`config.mk`:
```
export PLATFORM = sky130hd
export DESIGN_NAME = uart_wrapper
export DESIGN_NICKNAME = d
export VERILOG_FILES = /design/src/rtl/maze_pkg.sv /design/src/rtl/uart_rx.sv /design/src/rtl/uart_wrapper.sv
export SDC_FILE = /design/constraint.sdc
export NUM_CORES = 1
export LEC_CHECK = 0
export CAP_MARGIN = 15
export CORE_AREA = 2 2 67 69
export CTS_BUF_LIST = sky130_fd_sc_hd__clkbuf_8
export CTS_CLUSTER_DIAMETER = 40
export DETAILED_ROUTE_END_ITERATION = 16
export DIE_AREA = 0 0 69 71
export PLACE_DENSITY = 0.83
export SLEW_MARGIN = 5
export SYNTH_ARGS = -nofsm -noshare
export SYNTH_HDL_FRONTEND = slang
export SYNTH_HIERARCHICAL = 1
export SYNTH_SLANG_ARGS = --single-unit
```
`constraint.sdc`:
```
create_clock -name clk -period 5.8 [get_ports clk]
set_input_delay 0.87 -clock clk [delete_from_list [all_inputs] [get_ports clk]]
set_output_delay 0.87 -clock clk [all_outputs]
set_load 0.01 [all_outputs]
```
`src/rtl/maze_pkg.sv`:
```
// maze_pkg: shared types and constants for the maze runner command path
package maze_pkg;
    typedef enum logic [1:0] {IDLE, START, DATA, STOP} rx_state_t;
    typedef enum logic {WAIT_HI, WAIT_LO} pair_state_t;
    localparam int CMD_W = 16;
    localparam int BAUD_CLKS_DEF = 2604;
endpackage

```
`src/rtl/uart_rx.sv`:
```
// uart_rx: 8N1 byte receiver with input synchronizer, mid-bit sampling and stop-bit check
module uart_rx
    import maze_pkg::*;
#(
    parameter int BAUD_CLKS = BAUD_CLKS_DEF
) (
    input  logic       clk,
    input  logic       rst_n,
    input  logic       rx,
    output logic [7:0] rx_byte,
    output logic       rx_rdy,
    output logic       frm_err,
    output logic       busy
);
    localparam int CW = $clog2(BAUD_CLKS);
    logic rx_m, rx_s, rx_q;
    rx_state_t state, state_n;
    logic [CW-1:0] cnt, cnt_n;
    logic [2:0] bits, bits_n;
    logic [7:0] sh, sh_n;
    logic expire;

    assign expire = cnt == '0;
    assign rx_rdy = state == STOP && expire && rx_s;
    assign frm_err = state == STOP && expire && !rx_s;
    assign rx_byte = sh;
    assign busy = state != IDLE;

    // Synchronizer, edge-detect history and receiver state registers
    always_ff @(posedge clk or negedge rst_n)
        if (!rst_n) begin
            {rx_m, rx_s, rx_q} <= 3'b111;
            state <= IDLE;
            cnt <= '0;
            bits <= '0;
            sh <= '0;
        end else begin
            {rx_m, rx_s, rx_q} <= {rx, rx_m, rx_s};
            state <= state_n;
            cnt <= cnt_n;
            bits <= bits_n;
            sh <= sh_n;
        end

    // Next-state logic: half-bit to the start centre, then full bits to each data/stop centre
    always_comb begin
        state_n = state;
        cnt_n = expire ? cnt : cnt - 1'b1;
        bits_n = bits;
        sh_n = sh;
        case (state)
            IDLE:
                if (rx_q && !rx_s) begin
                    cnt_n = CW'(BAUD_CLKS / 2 - 1);
                    state_n = START;
                end
            START:
                if (expire) begin
                    cnt_n = CW'(BAUD_CLKS - 1);
                    bits_n = '0;
                    state_n = rx_s ? IDLE : DATA;
                end
            DATA:
                if (expire) begin
                    sh_n = {rx_s, sh[7:1]};
                    cnt_n = CW'(BAUD_CLKS - 1);
                    bits_n = bits + 3'd1;
                    state_n = bits == 3'd7 ? STOP : DATA;
                end
            STOP:
                if (expire) state_n = IDLE;
            default: state_n = IDLE;
        endcase
    end
endmodule

```
`src/rtl/uart_wrapper.sv`:
```
// uart_wrapper: pairs two UART bytes (high first) into a 16-bit command with ready/clear handshake.
// Optional low-byte timeout enabled by defining UART_WRAPPER_TIMEOUT_EN.
module uart_wrapper
    import maze_pkg::*;
#(
    parameter int BAUD_CLKS = BAUD_CLKS_DEF,
    parameter int TIMEOUT_BITS = 20
) (
    input  logic             clk,
    input  logic             rst_n,
    input  logic             RX,
    input  logic             clr_cmd_rdy,
    output logic [CMD_W-1:0] cmd,
    output logic             cmd_rdy,
    output logic             frm_err
);
    logic [7:0] rx_byte, cmd_hi;
    logic rx_rdy, rx_busy, store_hi, store_lo, timed_out;
    pair_state_t pair, pair_n;

    uart_rx #(.BAUD_CLKS(BAUD_CLKS)) u_rx (
        .clk(clk),
        .rst_n(rst_n),
        .rx(RX),
        .rx_byte(rx_byte),
        .rx_rdy(rx_rdy),
        .frm_err(frm_err),
        .busy(rx_busy)
    );

    assign store_hi = rx_rdy && pair == WAIT_HI;
    assign store_lo = rx_rdy && pair == WAIT_LO;

    // Pair FSM next state: a good byte toggles, a timeout abandons the pending high byte
    always_comb pair_n = store_hi ? WAIT_LO : (store_lo || timed_out) ? WAIT_HI : pair;

    // Pair FSM state register
    always_ff @(posedge clk or negedge rst_n)
        if (!rst_n) pair <= WAIT_HI;
        else pair <= pair_n;

    // Command registers; a completing pair sets ready and wins over any clear
    always_ff @(posedge clk or negedge rst_n)
        if (!rst_n) begin
            cmd_hi <= '0;
            cmd <= '0;
            cmd_rdy <= 1'b0;
        end else begin
            cmd_hi <= store_hi ? rx_byte : timed_out ? '0 : cmd_hi;
            cmd <= store_lo ? {cmd_hi, rx_byte} : cmd;
            cmd_rdy <= store_lo || (cmd_rdy && !clr_cmd_rdy && !store_hi);
        end

`ifdef UART_WRAPPER_TIMEOUT_EN
    localparam int TO_CLKS = TIMEOUT_BITS * BAUD_CLKS;
    localparam int TW = $clog2(TO_CLKS);
    logic [TW-1:0] tcnt;

    // Count idle-receiver clocks while waiting for the low byte; frozen mid-byte
    always_ff @(posedge clk or negedge rst_n)
        if (!rst_n) tcnt <= '0;
        else tcnt <= pair == WAIT_HI ? '0 : rx_busy ? tcnt : tcnt + 1'b1;

    assign timed_out = pair == WAIT_LO && !rx_busy && tcnt == TW'(TO_CLKS - 1);
`else
    assign timed_out = rx_busy && TIMEOUT_BITS < 0;
`endif
endmodule

```
==> results of run 1 <==
## cells in the final DEF, fill, tap and decap left out, types with 4 or more instances in the layout
master / netlist / routed
dfrtp_1: 51 / 51
ha_1: 10 / 10
a21oi_1: 7 / 7
clkdlybuf4s50_1: 0 / 20
and3_1: 7 / 7
mux2_4: 9 / 9
nor3_1: 8 / 8
or3_1: 7 / 7
clkbuf_8: 0 / 5
inv_1: 6 / 7
a211oi_1: 4 / 4
mux2_1: 23 / 23
nand2_1: 6 / 6
## worst min path at each step
stage	endpoint	slack, ns	cells past startpoint
floorplan	u_rx/rx_s	0.35	0
global placement	u_rx/rx_s	0.35	0
detailed placement	u_rx/rx_s	0.35	0
CTS	u_rx/rx_s	0.36	0
global route	u_rx/rx_s	0.36	0
finish	u_rx/rx_s	0.36	0
## cell type report
class,instances,share of cell area
clock buffers,5,0.02418
inverters,7,0.009231
clock inverters,3,0.01495
well taps,52,0.02286
multi-input cells,126,0.3780
repair buffers,22,0.07473
flip-flops and latches,54,0.4760
## logic make-up after synthesis
kind of cell             synth area share
multiplexers                       0.1654
XOR/XNOR                          0.01050
AO/OA/AOI/OAI                     0.08995
AND/OR/NAND/NOR                    0.1139
flip-flops                         0.5412
adder cells (fa/ha/maj)           0.04998
buffers and inverters             0.02899
## worst max-delay path, stage by stage (launching register included)
cell and delay, ns:
dfrtp_1 0.43, nor4_2 0.38, and4_1 0.52, nand2_1 0.09, nor2_1 0.12, clkdlybuf4s50_1 0.55
## routing by layer
metal,GRT usage,vias to the layer above,wire [µm]
met3,0.04416,6,156
met5,0,-,0
li1,-,754,-
met4,0.07843,0,68
met2,0.3237,30,2206
met1,0.2641,793,2101
## report_power, final
part           total, mW  switching (mW)  internal (mW)
clock              0.251           0.123          0.128
sequential         0.488          0.0575          0.430
combinational      0.380           0.229          0.152
## registers in the layout, summed over array words and instances, names as in the netlist, 3 cells and up, named ones only
register and count:
cmd 16, u_rx/cnt 12, cmd_hi 8, u_rx/rx_byte 8
u_rx/bits 3
==> flow_metrics.py, run 1 <==
metrics = {
    "drt": {
        "ant_nets": 0,
        "drtPass1Iterations": 4,
        "wl_um": 4531,
        "drc_errors": 0,
        "vias": 1583,
        "avgViaCountPerCell": 5.885,
        "avgRoutedWirePerCell_um": 16.84,
        "first_iter_violations": 112,
    },
    "global_route": {
        "grt_pass1_vias": 1545,
        "grt_pass1_wl_um": 7610,
        "grt.overflow.total": 0,
        "grt_util_all_layers": 0.1993,
        "grt_max_degree": 55,
        "antenna_found_initial": 0,
    },
    "final_layout": {
        "area_delta_synth_final_pct": 13.69,
        "antenna_cells": 0,
        "fin_cells": 269,
        "multiInputGateArea_um2": 1076,
        "seqCellArea_um2": 1355,
        "fin_util": 0.6771,
        "fillCellCount": 316,
        "final_layout_size_suffix_gt1_frac": 0.1244,
        "fin_nets": 230,
        "final_cell_area_um2": 2846,
    },
    "clock_tree": {
        "cts_tree": "built",
        "clock_latency_ns": 0.31,
        "cts_buffers": 5,
        "ctsHoldBuffers": 0,
        "path_clk_slew_ns": 0.09,
        "cts-resized-gates": 0,
        "cts_root_buffer": "clkbuf_8",
        "postCtsSetupRepairBufs": 0,
        "cts-htree-levels": 2,
        "clk_path_buf_depth": 2,
        "cts_num_sinks": 54,
    },
    "worst_setup_path": {
        "cp.arrival_ns": 2.39,
        "cp.required_ns": 4.93,
        "reg2reg_depth": 5,
        "cp-end-kind": "primary output",
        "crit_fanout": 12,
        "r2r_slack_ns": 3.02,
        "timing.rr.start": "u_rx/cnt[10]",
        "startpoint": "u_rx/cnt[10]",
        "timing.rr.end": "cmd_hi[3]",
        "crit_type": "reg -> out",
        "cp-start-kind": "flip-flop",
        "endpoint": "frm_err",
    },
    "sta": {
        "tns_ns": 0,
        "fin_ws_ns": 2.541,
        "tightest_slew_ns": 0.9988,
        "finalCriticalPeriod_ns": 3.259,
        "fin_worst_skew_ns": 0.01111,
        "slew_violations": 0,
        "period_share": 0.5619,
        "hold_violations": 0,
        "fmax_ghz": 0.3069,
        "relSlewSlack": 0.3301,
        "rsz0062_at_grt": "no",
        "hold_ws_ns": 0.3618,
        "setup_viol": 0,
    },
    "yosys": {
        "synth_area_per_cell_um2": 12.84,
        "synth_area_leaders": "dfrtp_1, mux2_1, mux2_4",
        "async_flop_share": 1.000,
        "synth_edf_count": 0,
        "synth_largest_area_cell": "dfrtp_1",
        "yosysMostFrequentCell": "dfrtp_1",
        "synthCells": 195,
        "ys_types": 43,
        "ys_seq_area_frac": 0.5412,
        "yosysWarnings": 6,
        "synth_flop_cell": "dfrtp_1",
        "synth_area_um2": 2504,
        "netlist_top_cells_count": "dfrtp_1, mux2_1, ha_1, mux2_4, nor3_1",
        "ys_seq_elements": 54,
        "yosys.area.top_type_share": 0.5097,
        "syn-num-nets": 209,
    },
    "die": {
        "core_area_um2": 4204,
        "start_util": 0.5955,
        "num_rows": 24,
        "die_area_um2": 4899,
        "die_w_um": 69,
        "die_y_um": 71,
        "io_pins": 22,
    },
    "place": {
        "placed_cells": 261,
        "pre_cts_slack_ns": 2.922,
        "io_buffers": 21,
        "place_hpwl_um": 2896,
        "placed_cell_area_um2": 2735,
        "gp_congestion": 0.7701,
    },
    "job": {
        "max_cap_violations": 0,
    },
    "power": {
        "power_density_nw_per_um2": 393.0,
        "vdd_drop_max_mv": 0.3030,
        "power_mw": 1.119,
        "leakage_nw": 1.415,
    },
    "outcome": {
        "outcome": "finished, final reports clean",
    },
    "worst_hold_path": {
        "holdCritPathClass": "reg -> reg",
        "holdCritStartpoint": "u_rx/rx_m",
    },
}
No activity file was read; power rests on OpenSTA's default activity.
==> run 2: changes to the inputs <==
- CORE_AREA: 2 2 67 69 -> 2 2 72 74
- DIE_AREA: 0 0 69 71 -> 0 0 74 76
- PLACE_DENSITY: 0.83 -> 0.76
- clock period: 5.8 -> 2.7 ns (I/O delays scaled with it)
==> run 2 against run 1 <==
  * Sequential cell count unchanged
  * Sequential power increased by 120%
  * Die area increased by 15%
  * Utilization decreased by 9.3 points
  * Clock skew decreased by 0.0054 ns
  * Combinational power increased by 120%
  * Global-route usage decreased by 3.6 points
  * Cell count increased by 7.4%
  * Total power increased by 110%
  * First-iteration DRC count decreased by 8.9%
  * Setup slack got worse by 2.4 ns
  * Cell area increased by 0.88%
  * Critical endpoint unchanged
  * Largest power group unchanged
  * Highest routed layer unchanged
==> flow_metrics.py, run 2 (synthesized netlist as in run 1, its figures left out) <==
metrics = {
    "outcome": {
        "outcome": "finished, final reports clean",
    },
    "sta": {
        "period_share": 0.9399,
        "setup_viol": 0,
        "fin_worst_skew_ns": 0.005674,
        "fin_ws_ns": 0.1623,
        "tns_ns": 0,
        "finalCriticalPeriod_ns": 2.538,
        "rsz0062_at_grt": "no",
        "hold_violations": 0,
        "tightest_slew_ns": 0.6496,
        "fmax_ghz": 0.3941,
        "relSlewSlack": 0.5669,
        "slew_violations": 0,
    },
    "drt": {
        "vias": 1567,
        "first_iter_violations": 102,
        "wl_um": 4115,
        "avgRoutedWirePerCell_um": 14.24,
        "avgViaCountPerCell": 5.422,
        "ant_nets": 0,
        "drc_errors": 0,
        "drtPass1Iterations": 4,
    },
    "final_layout": {
        "antenna_cells": 0,
        "largest_reg_flops": 16,
        "fillCellCount": 385,
        "area_delta_synth_final_pct": 14.69,
        "layout_commonest_cell": "dfrtp_1",
        "fin_nets": 233,
        "final_cell_area_um2": 2872,
        "mostFrequentLayoutCells": "dfrtp_1, mux2_1, clkdlybuf4s50_1",
        "top_register": "cmd",
        "fin_cells": 289,
        "final_layout_size_suffix_gt1_frac": 0.1370,
        "reg.largest.list": "cmd: 16 flops, u_rx/cnt: 12 flops",
        "fin_util": 0.5846,
    },
    "power": {
        "leakage_nw": 1.417,
        "vdd_drop_max_mv": 0.6608,
        "power_density_nw_per_um2": 803.8,
    },
    "global_route": {
        "grt_pass1_wl_um": 7113,
        "grt_pass1_vias": 1519,
        "grt_max_degree": 55,
        "grt_util_all_layers": 0.1632,
        "antenna_found_initial": 0,
        "grt.overflow.total": 0,
    },
    "place": {
        "placed_cells": 282,
        "pre_cts_slack_ns": 0.4488,
        "place_hpwl_um": 2871,
        "io_buffers": 21,
        "gp_congestion": 0.8183,
        "placed_cell_area_um2": 2780,
    },
    "die": {
        "io_pins": 22,
        "start_util": 0.5097,
        "num_rows": 26,
        "die_y_um": 76,
        "die_area_um2": 5624,
        "die_w_um": 74,
        "core_area_um2": 4912,
    },
    "worst_setup_path": {
        "reg2reg_depth": 5,
        "crit_fanout": 5,
        "crit_type": "reg -> out",
        "cp.required_ns": 2.30,
        "r2r_slack_ns": 0.49,
        "cp-end-kind": "primary output",
        "cp-start-kind": "flip-flop",
        "cp.arrival_ns": 2.13,
    },
    "worst_hold_path": {
        "holdCritPathClass": "in -> async",
    },
    "clock_tree": {
        "path_clk_slew_ns": 0.09,
        "ctsHoldBuffers": 0,
        "clock_latency_ns": 0.30,
        "cts_root_buffer": "clkbuf_8",
        "cts_num_sinks": 54,
        "cts-htree-levels": 2,
        "clk_path_buf_depth": 2,
        "cts_buffers": 5,
        "cts_tree": "built",
    },
    "job": {
        "max_cap_violations": 0,
    },
}
## run 2: what timing repair did
action                     CTS  global route
gates resized for setup      0             1
setup buffers                0             0
setup endpoints to repair    0             1
## run 2: worst paths after layout
| kind | start | end |
|---|---|---|
| min in group clk | u_rx/rx_m | u_rx/rx_s |
| worst max-delay path | u_rx/cnt[10] | frm_err |
| worst min register to register | u_rx/rx_m | u_rx/rx_s |
| max in group asynchronous | rst_n | u_rx/cnt[0] |
| worst max register to register | u_rx/cnt[10] | cmd[2] |
| worst min-delay path | rst_n | cmd[13] |
## run 2: critical path: stages, from the launching register on
cell and delay, ns:
dfrtp_1 0.45, nor4_4 0.34, and4_1 0.32, nand2_1 0.08, nor2_1 0.11, clkdlybuf4s50_1 0.54
## run 2: power breakdown
part,total [mW],switching (mW),internal (mW)
logic,0.827,0.474,0.353
registers,1.05,0.128,0.923
clock network,0.431,0.251,0.180
## run 2: metrics by stage
step                      total power, mW  hold slack [ns]
after floorplan                     1.667           0.1094
after global placement              1.858           0.3462
after detailed placement            1.875           0.3504
after CTS                           2.313           0.2295
after global routing                2.487           0.2642
final                               2.308           0.1973
## run 2: layout make-up
type / instances / area, µm² / share of cell area
Multi-Input combinational cell: 126 / 1085 / 0.3778
Clock inverter: 2 / 13.76 / 0.004793
Sequential cell: 54 / 1355 / 0.4719
Inverter: 7 / 26.28 / 0.009150
Clock buffer: 5 / 68.82 / 0.02397
Tap cell: 70 / 87.58 / 0.03050
Timing Repair Buffer: 25 / 235.2 / 0.08192
## run 2: routing by layer
metal  global-route usage  wire length [µm]  vias to the layer above
li1                     -                 -                      763
met1               0.2309              2000                      778
met2               0.2464              1961                       22
met3              0.04365               113                        4
met4              0.04909                40                        0
met5                    0                 0                        -
